### config.mk
export PLATFORM = sky130hd
export DESIGN_NAME = pool_rd_ctrl
export DESIGN_NICKNAME = d
export VERILOG_FILES = /design/src/rtl/pool_rd_ctrl.sv
export SDC_FILE = /design/constraint.sdc
export NUM_CORES = 1
export LEC_CHECK = 0
export ABC_CLOCK_PERIOD_IN_PS = 5350
export CORE_UTILIZATION = 55
export CTS_CLUSTER_DIAMETER = 150
export DETAILED_ROUTE_END_ITERATION = 8
export PLACE_DENSITY_LB_ADDON = 0.12
export SLEW_MARGIN = 25
export SYNTH_ARGS = -nofsm -noshare
export SYNTH_HDL_FRONTEND = slang
export SYNTH_SLANG_ARGS = --single-unit
### constraint.sdc
create_clock -name clk -period 5.35 [get_ports clk]
set_input_delay 0.8025 -clock clk [delete_from_list [all_inputs] [get_ports clk]]
set_output_delay 0.8025 -clock clk [all_outputs]
set_load 0.01 [all_outputs]
### src/rtl/pool_rd_ctrl.sv
// rtl/pool_rd_ctrl.sv - streams pooled channel maps out of BRAM once all channels report pooling done.
// Optional stall counter enabled by defining POOL_RD_STALL_CNT_EN.
module pool_rd_ctrl #(
   parameter int DATA_WIDTH = 8,
   parameter int ADDR_WIDTH = 14,
   parameter int CH_MAX     = 16
) (
   input  logic                  clk,
   input  logic                  rst,
   input  logic                  start_i,
   input  logic [4:0]            ofmap_size_i,
   input  logic [4:0]            ch_num_i,
   input  logic [15:0]           pool_last_i,
   output logic                  sa_data_rden_o,
   output logic [ADDR_WIDTH-1:0] sa_data_rdptr_o,
   input  logic [DATA_WIDTH-1:0] sa_data_rdata_i,
   output logic [DATA_WIDTH-1:0] data_o,
   output logic                  valid_o,
   input  logic                  ready_i,
   output logic                  ch_last_o,
   output logic                  frame_last_o,
   output logic                  done_o,
   output logic                  busy_o,
   output logic [15:0]           stall_cnt_o
);

   typedef enum logic [2:0] {IDLE, WAIT_LAST, READ, DRAIN, DONE} state_t;

   state_t                state_q, state_d;
   logic [4:0]            c_q, c_d, ch_q, ch_d;
   logic [9:0]            ss_q, ss_d, word_q, word_d;
   logic [15:0]           mask_q, mask_d, need;
   logic [16:0]           need_full;
   logic                  infl_q, infl_d, infl_cl_q, infl_cl_d, infl_fl_q, infl_fl_d;
   logic [DATA_WIDTH-1:0] fd_q [2];
   logic [DATA_WIDTH-1:0] fd_d [2];
   logic [1:0]            fcl_q, fcl_d, ffl_q, ffl_d, cnt_q, cnt_d;
   logic                  pop, issue, last_word, last_ch, wp;
   logic [2:0]            occ;
   logic [4:0]            c_clamp;

   assign valid_o      = (cnt_q != 2'd0);
   assign data_o       = fd_q[0];
   assign ch_last_o    = valid_o & fcl_q[0];
   assign frame_last_o = valid_o & ffl_q[0];
   assign done_o       = (state_q == DONE);
   assign busy_o       = (state_q != IDLE);

   assign pop       = valid_o & ready_i;
   assign last_word = (word_q == ss_q - 10'd1);
   assign last_ch   = (ch_q == c_q - 5'd1);
   assign need_full = (17'd1 << c_q) - 17'd1;
   assign need      = need_full[15:0];
   assign c_clamp   = (ch_num_i > 5'(CH_MAX)) ? 5'(CH_MAX) : ch_num_i;
   // Occupancy once this cycle settles; a new read may only land if a slot is guaranteed.
   assign occ       = {1'b0, cnt_q} + {2'b0, infl_q} - {2'b0, pop};
   assign issue     = (state_q == READ) && (occ <= 3'd1);

   assign sa_data_rden_o  = issue;
   assign sa_data_rdptr_o = issue ? (ADDR_WIDTH'({ch_q, 10'd0}) + ADDR_WIDTH'(word_q)) : '0;

   always_comb begin
      state_d   = state_q;
      c_d       = c_q;
      ch_d      = ch_q;
      ss_d      = ss_q;
      word_d    = word_q;
      mask_d    = mask_q;
      infl_d    = issue;
      infl_cl_d = issue & last_word;
      infl_fl_d = issue & last_word & last_ch;
      fd_d      = fd_q;
      fcl_d     = fcl_q;
      ffl_d     = ffl_q;
      cnt_d     = cnt_q - {1'b0, pop} + {1'b0, infl_q};
      wp        = 1'b0;

      if (pop) begin
         fd_d[0]  = fd_q[1];
         fcl_d[0] = fcl_q[1];
         ffl_d[0] = ffl_q[1];
      end
      if (infl_q) begin
         wp        = cnt_q[0] & ~pop;
         fd_d[wp]  = sa_data_rdata_i;
         fcl_d[wp] = infl_cl_q;
         ffl_d[wp] = infl_fl_q;
      end

      case (state_q)
         IDLE: begin
            if (start_i) begin
               c_d    = c_clamp;
               ss_d   = {5'd0, ofmap_size_i} * {5'd0, ofmap_size_i};
               ch_d   = '0;
               word_d = '0;
               mask_d = '0;
               state_d = (ofmap_size_i == 5'd0 || c_clamp == 5'd0) ? DONE : WAIT_LAST;
            end
         end
         WAIT_LAST: begin
            mask_d = mask_q | pool_last_i;
            if ((mask_d & need) == need) state_d = READ;
         end
         READ: begin
            if (issue) begin
               if (last_word) begin
                  word_d = '0;
                  ch_d   = ch_q + 5'd1;
                  if (last_ch) state_d = DRAIN;
               end else begin
                  word_d = word_q + 10'd1;
               end
            end
         end
         DRAIN: begin
            if (pop && ffl_q[0]) state_d = DONE;
         end
         DONE: begin
            mask_d  = '0;
            state_d = IDLE;
         end
         default: state_d = IDLE;
      endcase
   end

   always_ff @(posedge clk or posedge rst) begin
      if (rst) begin
         state_q   <= IDLE;
         c_q       <= '0;
         ch_q      <= '0;
         ss_q      <= '0;
         word_q    <= '0;
         mask_q    <= '0;
         infl_q    <= 1'b0;
         infl_cl_q <= 1'b0;
         infl_fl_q <= 1'b0;
         fd_q[0]   <= '0;
         fd_q[1]   <= '0;
         fcl_q     <= '0;
         ffl_q     <= '0;
         cnt_q     <= '0;
      end else begin
         state_q   <= state_d;
         c_q       <= c_d;
         ch_q      <= ch_d;
         ss_q      <= ss_d;
         word_q    <= word_d;
         mask_q    <= mask_d;
         infl_q    <= infl_d;
         infl_cl_q <= infl_cl_d;
         infl_fl_q <= infl_fl_d;
         fd_q      <= fd_d;
         fcl_q     <= fcl_d;
         ffl_q     <= ffl_d;
         cnt_q     <= cnt_d;
      end
   end

`ifdef POOL_RD_STALL_CNT_EN
   logic [15:0] stall_q, stall_d;

   always_comb begin
      stall_d = stall_q;
      if (state_q == IDLE && start_i)
         stall_d = '0;
      else if (valid_o && !ready_i && stall_q != 16'hFFFF)
         stall_d = stall_q + 16'd1;
   end

   always_ff @(posedge clk or posedge rst) begin
      if (rst) stall_q <= '0;
      else     stall_q <= stall_d;
   end

   assign stall_cnt_o = stall_q;
`else
   assign stall_cnt_o = '0;
`endif

endmodule

==> flow_summary.yaml, run 1 <==
layout:
  fillerInstances: 736
  regArea_mm2: 0.00183
  utilization: 0.664
  final_nets: 674
  drive_above_1_share: 0.0732
  area_delta_synth_final_pct: 15.6
  multi_input_area_mm2: 0.00295
  antennaDiodeCount: 0
global_route:
  grt_max_degree: 52
  grt_first_pass_wirelength_mm: 19.3
  grt_overflow: 0
  grt_pass1_vias: 4045
  grt_usage: 0.248
  antenna_found_initial: 0
timing:
  fin_crit_sh: 0.884
  worstMarginPinSlew_ns: 0.767
  tns_ns: 0
  setup_violations: 0
  period_needed_ns: 4.73
  grt_setup_unrepaired: "no"
  clock.fmax_mhz: 211
  worst_slack_ns: 0.619
  timing.slew.headroom: 0.484
  final_hold_viol_count: 0
  fin_skew_ns: 0.0143
  drv_slew: 0
pwr:
  net-switching-power_mw: 1.15
  p_int_mw: 1.53
  p_leak_nw: 2.61
  pwr-share-comb: 0.470
  clkPwrFrac: 0.174
  ir_worst_vdd_uv: 248
  seqPwrFrac: 0.356
  p_per_area_mw_per_mm2: 457
  switching_share: 0.429
cts:
  post_cts.repair.setup_buffers: 0
  cts_buffers: 9
  post_cts_resized: 0
  hold_buffers: 0
  clk_pin_slew_ns: 0.09
  cts_tree: "built"
  htreeDepth: 3
  worstSkewPairLatency_ns: 0.37
  clock_sinks: 73
  root_buffer: "clkbuf_8"
  cts.path.max_buffers: 2
floorplanning:
  die_area_mm2: 0.00964
  fp.dieW_um: 98.2
  die_h_um: 98.2
  start_util: 0.575
  io_pins: 82
  core_area_mm2: 0.00885
  fp-row-count: 34
synth:
  synthFlopType: "dfrtp_1"
  ys_seq_area_frac: 0.359
  synthesis.area_mm2: 0.00509
  synthCells: 567
  yosysWarnings: 0
  avgSynthCellArea_um2: 8.97
  synth_edf_count: 0
  synth-seq-cells: 73
  ys_async_sr_fraction: 1.00
  yosysUniqueCellTypes: 64
critical_path:
  end_kind: "output port"
  path_class: "primary input to output port"
  reg2reg_to: "state_q[0]"
  crit_chain: "clkdlybuf4s50_1, nand2_1, inv_1, ha_1, inv_1, ha_1, fa_1, xnor2_1, or2_2, nor2_1, buf_4, and2_1, clkdlybuf4s50_1"
  required_ns: 4.55
  slowest_stage: "clkdlybuf4s50_1"
  path_max_fanout: 9
  r2r_slack_ns: 1.59
  critPathArrivalTime_ns: 3.93
  timing.rr.start: "c_q[0]"
  rr_worst_depth: 10
  startpoint_type: "primary input"
  max_stage_delay_ns: 0.53
drt:
  dr.pass1.iters: 9
  antenna_left: 0
  viasPerCell: 5.85
  wirelength_mm: 11.5
  route.detailed.wl_per_inst_um: 16.0
  drc: 7
  drt_iter0_drc: 157
  vias: 4229
place:
  dp_hpwl_mm: 8.27
  gp_congestion: 0.889
  pre_cts_ws_ns: 0.627
  numPortBuffers: 65
worst_hold_path:
  hp-start: "infl_cl_q"
  hold_depth: 2
  min_delay_worst_endpoint: "fcl_q[0]"
  holdCritPathClass: "flip-flop to flip-flop"
run_status:
  outcome: "complete, but fails checks"
  violations: "DRC"
run:
  max-cap-violations: 0
flip-flops by register name, summed over array words and instances, names as in the netlist, 2 cells and up:
signal	flops
c_q	5
fcl_q	2
data_o	8
word_q	10
ch_q	5
fd_q	8
mask_q	16
state_q	3
ffl_q	2
cnt_q	2
ss_q	9
layout make-up:
class | count | area share
clock buffers | 9 | 0.0211
clock inverters | 7 | 0.0140
inverters | 21 | 0.0138
multi-input cells | 436 | 0.502
flip-flops and latches | 73 | 0.311
well taps | 108 | 0.0230
repair buffers | 69 | 0.116
cell usage after synthesis (all sizes together) (17+ instances only):
master  instances  share of area
nand2          49          0.036
dfrtp          73           0.36
o21ai          28          0.028
a21oi          27          0.027
clkbuf         25          0.018
mux2i          19          0.037
and2           20          0.025
buf            27          0.039
nor3           17          0.017
inv            21          0.015
nor2           44          0.032
ha             22          0.054
how the worst max path moves through the flow:
| stage | start | endpoint | slack (ns) | depth (start not counted) |
|---|---|---|---|---|
| 2_1_floorplan | ready_i | sa_data_rdptr_o[10] | 1.17 | 11 |
| 3_3_place_gp | ready_i | sa_data_rdptr_o[12] | 0.73 | 13 |
| 3_5_place_dp | ready_i | sa_data_rdptr_o[12] | 0.63 | 13 |
| 4_1_cts | ready_i | sa_data_rdptr_o[12] | 0.60 | 13 |
| 5_1_grt | ready_i | sa_data_rdptr_o[9] | 0.41 | 12 |
| 6_report | ready_i | sa_data_rdptr_o[12] | 0.62 | 13 |
power groups by stage:
stage,sequential (mW),clock [mW],combinational [mW]
2_1_floorplan,0.844,0,1.06
3_3_place_gp,0.949,0,1.21
3_5_place_dp,0.963,0,1.25
4_1_cts,0.954,0.473,1.26
5_1_grt,0.987,0.496,1.41
6_report,0.956,0.467,1.26
metal layers:
layer	track usage	share of wire	up-vias
met5	0	0	-
met4	0.0586	0.011	0
met3	0.0487	0.045	11
met2	0.432	0.50	105
met1	0.318	0.44	2054
li1	-	-	2059
per-stage QoR:
stage                     total power [mW]  instances  area [µm²]  hold WS [ns]
final                                 2.69        723        5880         0.484
after global routing                  2.89        723        5880         0.514
after CTS                             2.69        723        5880         0.491
after detailed placement              2.22        707        5670         0.485
after global placement                2.16        707        5670         0.455
after floorplan                       1.91        582        5140         0.446
cell usage in the layout, fill, tap and decap left out, drive strengths merged, types with 5 or more instances in the layout:
cell	Yosys	layout
o211ai	7	7
inv	21	25
a21oi	27	27
o31ai	6	6
xor2	12	12
nor4	8	8
clkdlybuf4s50	0	65
ha	22	22
and2	20	20
nor2	44	44
xnor2	15	15
nor3	17	17
or3	7	7
or4	5	5
nand3	12	12
dfrtp	73	73
nand2b	15	15
nand2	49	49
mux2i	19	19
nor2b	11	11
o21ai	28	28
conb	1	16
a211o	5	5
mux2	12	12
nand3b	5	5
nor3b	5	5
clkbuf	25	9
critical path: cells and delay by family:
family                     cells  cell delay [ns]
xor gates and xnor gates       1             0.16
adders and majority gates      3             0.81
and+or+nand+nor                4             0.87
buffers and inverters          5             1.25
cells by family after synthesis:
kind of cell             after synthesis  share of synthesized area
buffers and inverters                 73                     0.0731
multiplexers                          31                     0.0647
AND/OR/NAND/NOR                      222                      0.234
AO/OA/AOI/OAI                        114                      0.152
XOR/XNOR                              27                     0.0465
other                                  1                   0.000737
adder cells (fa/ha/maj)               26                     0.0699
flip-flops                            73                      0.359
Power figures use the tool's default switching activity.
==> run 2, diff against run 1 <==
--- a/config.mk
+++ b/config.mk
@@ -7,6 +7,7 @@
 export LEC_CHECK = 0
 export ABC_CLOCK_PERIOD_IN_PS = 5350
 export CORE_UTILIZATION = 55
+export CTS_BUF_LIST = sky130_fd_sc_hd__clkbuf_16
 export CTS_CLUSTER_DIAMETER = 150
 export DETAILED_ROUTE_END_ITERATION = 8
 export PLACE_DENSITY_LB_ADDON = 0.12
==> run 2 against run 1 <==
Net effect: the flow still finishes with violations (DRC); hold slack got worse by 0.0081 ns; core utilization increased by 1.1 points; highest routed layer unchanged; via count rose by 0.69%; largest power group unchanged; total power rose by 6.2%; sequential cell count stayed put; count of clock-buffer cells in the layout did not move; critical path depth did not move.
==> flow_summary.yaml, run 2 (same netlist as run 1, synthesis figures left out) <==
floorplanning:
  io_pins: 82
  start_util: 0.575
  fp.dieW_um: 98.2
  die_h_um: 98.2
  fp-row-count: 34
  core_area_mm2: 0.00885
  die_area_mm2: 0.00964
pwr:
  p_int_mw: 1.68
  p_total_mw: 2.85
  net-switching-power_mw: 1.17
  pwr-share-comb: 0.443
  switching_share: 0.411
  seqPwrFrac: 0.336
  p_per_area_mw_per_mm2: 477
  ir_worst_vdd_uv: 196
  clkPwrFrac: 0.220
  p_leak_nw: 2.66
timing:
  worstMarginPinSlew_ns: 0.801
  timing.slew.headroom: 0.461
  period_needed_ns: 4.73
  setup_violations: 0
  clock.fmax_mhz: 211
  drv_slew: 0
  tns_ns: 0
  fin_crit_sh: 0.885
  final_hold_viol_count: 0
  fin_skew_ns: 0.00815
  worst_slack_ns: 0.616
  grt_setup_unrepaired: "no"
cts:
  htreeDepth: 3
  clock_sinks: 73
  post_cts_resized: 0
  cts_buffers: 9
  post_cts.repair.setup_buffers: 0
  cts_tree: "built"
  clk_pin_slew_ns: 0.07
  cts.path.max_buffers: 2
  root_buffer: "clkbuf_16"
  hold_buffers: 0
  worstSkewPairLatency_ns: 0.34
critical_path:
  end_kind: "output port"
  path_max_fanout: 9
  path_class: "primary input to output port"
  required_ns: 4.55
  critPathArrivalTime_ns: 3.93
  startpoint_type: "primary input"
layout:
  instances_no_fill: 723
  final_common_cell: "dfrtp_1"
  most-common-layout-cells: "73 x dfrtp_1, 65 x clkdlybuf4s50_1, 49 x nand2_1"
  fillerInstances: 718
  drive_above_1_share: 0.0732
  largest_reg_flops: 16
  final_nets: 674
  antennaDiodeCount: 0
  regMostFlops: "mask_q"
  largestRegisters: "mask_q x16, word_q x10, ss_q x9"
  area_delta_synth_final_pct: 17.6
  utilization: 0.676
global_route:
  grt_overflow: 0
  grt_pass1_vias: 4030
  grt_max_degree: 52
  antenna_found_initial: 0
  grt_usage: 0.248
  grt_first_pass_wirelength_mm: 19.4
drt:
  wirelength_mm: 11.6
  vias: 4258
  drt_iter0_drc: 165
  drc: 4
  viasPerCell: 5.89
  route.detailed.wl_per_inst_um: 16.1
  antenna_left: 0
  dr.pass1.iters: 9
place:
  gp_congestion: 0.889
  dpl.cell_count: 707
  pre_cts_ws_ns: 0.627
  dp_hpwl_mm: 8.27
  numPortBuffers: 65
run_status:
  outcome: "complete, but fails checks"
  violations: "DRC"
run:
  max-cap-violations: 0
worst_hold_path:
  holdCritPathClass: "flip-flop to flip-flop"
==> run 2: cell count changes in the layout (fill, tap and decap cells not counted) <==
cell / before / now
clkbuf_16: 0 / 9
clkbuf_8: 9 / 0
==> run 2: power by group through the flow <==
stage	Sequential, mW	Clock, mW	Combinational [mW]
6_report	0.959	0.629	1.26
5_1_grt	0.988	0.660	1.41
4_1_cts	0.956	0.638	1.26
3_5_place_dp	0.963	0	1.25
3_3_place_gp	0.949	0	1.21
2_1_floorplan	0.844	0	1.06
==> run 2: metal layers <==
metal / up-vias / global-route usage / wire [µm]
li1: 2056 / - / -
met1: 2065 / 0.322 / 5160
met2: 124 / 0.429 / 5730
met3: 13 / 0.0429 / 589
met4: 0 / 0.0620 / 141
met5: - / 0 / 0
==> run 2: path summary, 6_finish.rpt <==
path                       cells after the start             endpoint  slack [ns]  startpoint
max                                           13  sa_data_rdptr_o[12]        0.62     ready_i
min                                            2             fcl_q[0]        0.48   infl_cl_q
max reg2reg                                   10           state_q[0]        1.60      c_q[0]
min reg2reg                                    2             fcl_q[0]        0.48   infl_cl_q
max in group asynchronous                      3            infl_fl_q        3.65         rst
min in group asynchronous                      2              fd_q[4]        0.93         rst
==> run 2: worst max-delay path, stage by stage <==
cell and delay [ns]:
clkdlybuf4s50_1 0.40, nand2_1 0.08, inv_1 0.06, ha_1 0.26
inv_1 0.03, ha_1 0.18, fa_1 0.37, xnor2_1 0.17
or2_2 0.33, nor2_1 0.32, buf_4 0.23, and2_1 0.14
clkdlybuf4s50_1 0.53
==> run 2: per-stage QoR <==
stage               area [µm²]  hold slack, ns
finish                    5980           0.476
global route              5980           0.512
CTS                       5980           0.485
detailed placement        5670           0.485
global placement          5670           0.455
floorplan                 5140           0.446
==> run 2: layout make-up <==
class / count / area, µm² / share of cell area
multi-input cells: 436 / 2950 / 0.493
well taps: 108 / 135 / 0.0226
flip-flops and latches: 73 / 1830 / 0.305
clock buffers: 9 / 225 / 0.0377
inverters: 21 / 81.3 / 0.0136
clock inverters: 7 / 82.6 / 0.0138
repair buffers: 69 / 681 / 0.114
==> run 3, diff against run 2 <==
--- a/config.mk
+++ b/config.mk
@@ -6,11 +6,13 @@
 export NUM_CORES = 1
 export LEC_CHECK = 0
 export ABC_CLOCK_PERIOD_IN_PS = 5350
-export CORE_UTILIZATION = 55
+export CORE_UTILIZATION = 23
 export CTS_BUF_LIST = sky130_fd_sc_hd__clkbuf_16
 export CTS_CLUSTER_DIAMETER = 150
+export CTS_CLUSTER_SIZE = 14
 export DETAILED_ROUTE_END_ITERATION = 8
 export PLACE_DENSITY_LB_ADDON = 0.12
+export SETUP_SLACK_MARGIN = 0.02
 export SLEW_MARGIN = 25
 export SYNTH_ARGS = -nofsm -noshare
 export SYNTH_HDL_FRONTEND = slang
==> run 3 against run 2 <==
Net effect: the run now ends clean; hold slack better by 0.0036 ns; total power increased by 0.73%; routed wire length is 16% higher; cell count is 24% higher; first-iteration DRC count grew 52%; non-clock buffer count rose by 1; cell area up 3.7%; critical endpoint is now sa_data_rdptr_o[13]; largest cell class unchanged; largest power group unchanged.
==> flow_summary.yaml, run 3 (same netlist as run 1, synthesis figures left out) <==
global_route:
  grt_overflow: 0
  grt_pass1_vias: 4198
  grt_usage: 0.127
  antenna_found_initial: 0
  grt_first_pass_wirelength_mm: 22.1
  grt_max_degree: 74
drt:
  viasPerCell: 4.65
  drc: 0
  vias: 4164
  wirelength_mm: 13.5
  dr.pass1.iters: 4
  antenna_left: 0
  route.detailed.wl_per_inst_um: 15.1
  drt_iter0_drc: 250
critical_path:
  r2r_slack_ns: 1.41
  crit_end: "sa_data_rdptr_o[13]"
  rr_worst_depth: 10
  startpoint_type: "primary input"
  timing.rr.start: "c_q[0]"
  path_max_fanout: 13
  reg2reg_to: "state_q[0]"
  crit_start: "ready_i"
  required_ns: 4.55
  end_kind: "output port"
  path_class: "primary input to output port"
  critPathArrivalTime_ns: 3.81
cts:
  cts.path.max_buffers: 2
  cts_tree: "built"
  worstSkewPairLatency_ns: 0.34
  htreeDepth: 3
  cts_buffers: 9
  clock_sinks: 73
  hold_buffers: 0
  post_cts_resized: 0
  post_cts.repair.setup_buffers: 0
  clk_pin_slew_ns: 0.06
  root_buffer: "clkbuf_16"
layout:
  area_delta_synth_final_pct: 22.0
  largestRegisters: "mask_q x16, word_q x10, ss_q x9"
  instances_no_fill: 896
  regMostFlops: "mask_q"
  antennaDiodeCount: 0
  most-common-layout-cells: "73 x dfrtp_1, 65 x clkdlybuf4s50_1, 49 x nand2_1"
  largest_reg_flops: 16
  regArea_mm2: 0.00183
  final_nets: 675
  final_common_cell: "dfrtp_1"
  drive_above_1_share: 0.0747
  fillerInstances: 2309
  multi_input_area_mm2: 0.00295
floorplanning:
  die_area_mm2: 0.0227
  start_util: 0.234
  fp-row-count: 54
  core_area_mm2: 0.0218
  io_pins: 82
  fp.dieW_um: 151
  die_h_um: 151
pwr:
  pwr-share-comb: 0.453
  p_leak_nw: 2.67
  seqPwrFrac: 0.327
  clkPwrFrac: 0.219
  ir_worst_vdd_uv: 146
  net-switching-power_mw: 1.19
  p_int_mw: 1.68
  p_per_area_mw_per_mm2: 463
  p_total_mw: 2.87
  switching_share: 0.414
timing:
  worst_slack_ns: 0.738
  fin_skew_ns: 0.00754
  grt_setup_unrepaired: "no"
  final_hold_viol_count: 0
  setup_violations: 0
  worstMarginPinSlew_ns: 0.984
  drv_slew: 0
  timing.slew.headroom: 0.340
  period_needed_ns: 4.61
  fin_crit_sh: 0.862
  clock.fmax_mhz: 217
  tns_ns: 0
place:
  gp_congestion: 0.779
  pre_cts_ws_ns: 0.740
  numPortBuffers: 65
  dpl.cell_count: 880
  dp_hpwl_mm: 9.69
run:
  max-cap-violations: 0
run_status:
  outcome: "complete, no violations"
worst_hold_path:
  holdCritPathClass: "flip-flop to flip-flop"
-- run 3: final cells by class --
class,instances,area share
multi-input combinational,436,0.476
sequential,73,0.294
timing repair buffer,70,0.112
tap,280,0.0565
clock buffer,9,0.0363
inverter,21,0.0127
clock inverter,7,0.0125
-- run 3: power groups by stage --
stage | Combinational, mW | Sequential, mW | Clock (mW)
floorplan | 1.06 | 0.844 | 0
global placement | 1.30 | 0.946 | 0
detailed placement | 1.31 | 0.952 | 0
CTS | 1.32 | 0.943 | 0.654
global route | 1.47 | 0.977 | 0.682
finish | 1.30 | 0.941 | 0.630
-- run 3: metrics by stage --
step	instance area (µm²)	util	hold WS, ns
floorplan	5140	-	0.446
global placement	5890	0.271	0.460
detailed placement	5900	0.271	0.470
CTS	6200	0.285	0.484
global route	6200	0.285	0.520
finish	6200	0.285	0.480
-- run 3: metal layers --
layer | wire length [µm] | global-route usage | part of all wire | up-vias
li1 | - | - | - | 2059
met1 | 6230 | 0.159 | 0.46 | 2017
met2 | 6570 | 0.215 | 0.49 | 80
met3 | 578 | 0.0294 | 0.043 | 8
met4 | 145 | 0.0390 | 0.011 | 0
met5 | 0 | 0 | 0 | -
-- run 3: how the worst min path moves through the flow --
stage	start	to	slack (ns)	cells past startpoint
detailed placement	infl_cl_q	fcl_q[0]	0.47	2
global route	fd_q[4]	fd_q[4]	0.52	1
floorplan	infl_cl_q	fcl_q[0]	0.45	2
finish	infl_cl_q	fcl_q[0]	0.48	2
CTS	infl_cl_q	fcl_q[0]	0.48	2
global placement	infl_fl_q	ffl_q[0]	0.46	2
-- run 3: worst max-delay path, cell delays in order --
cell and delay (ns):
clkdlybuf4s50_1 0.41, nand2_1 0.08, inv_1 0.05, ha_1 0.26, inv_1 0.04, ha_1 0.18, fa_1 0.38, xnor2_1 0.16
or2_2 0.32, nor2_1 0.19, buf_4 0.23, and2_1 0.16, clkdlybuf4s50_1 0.54
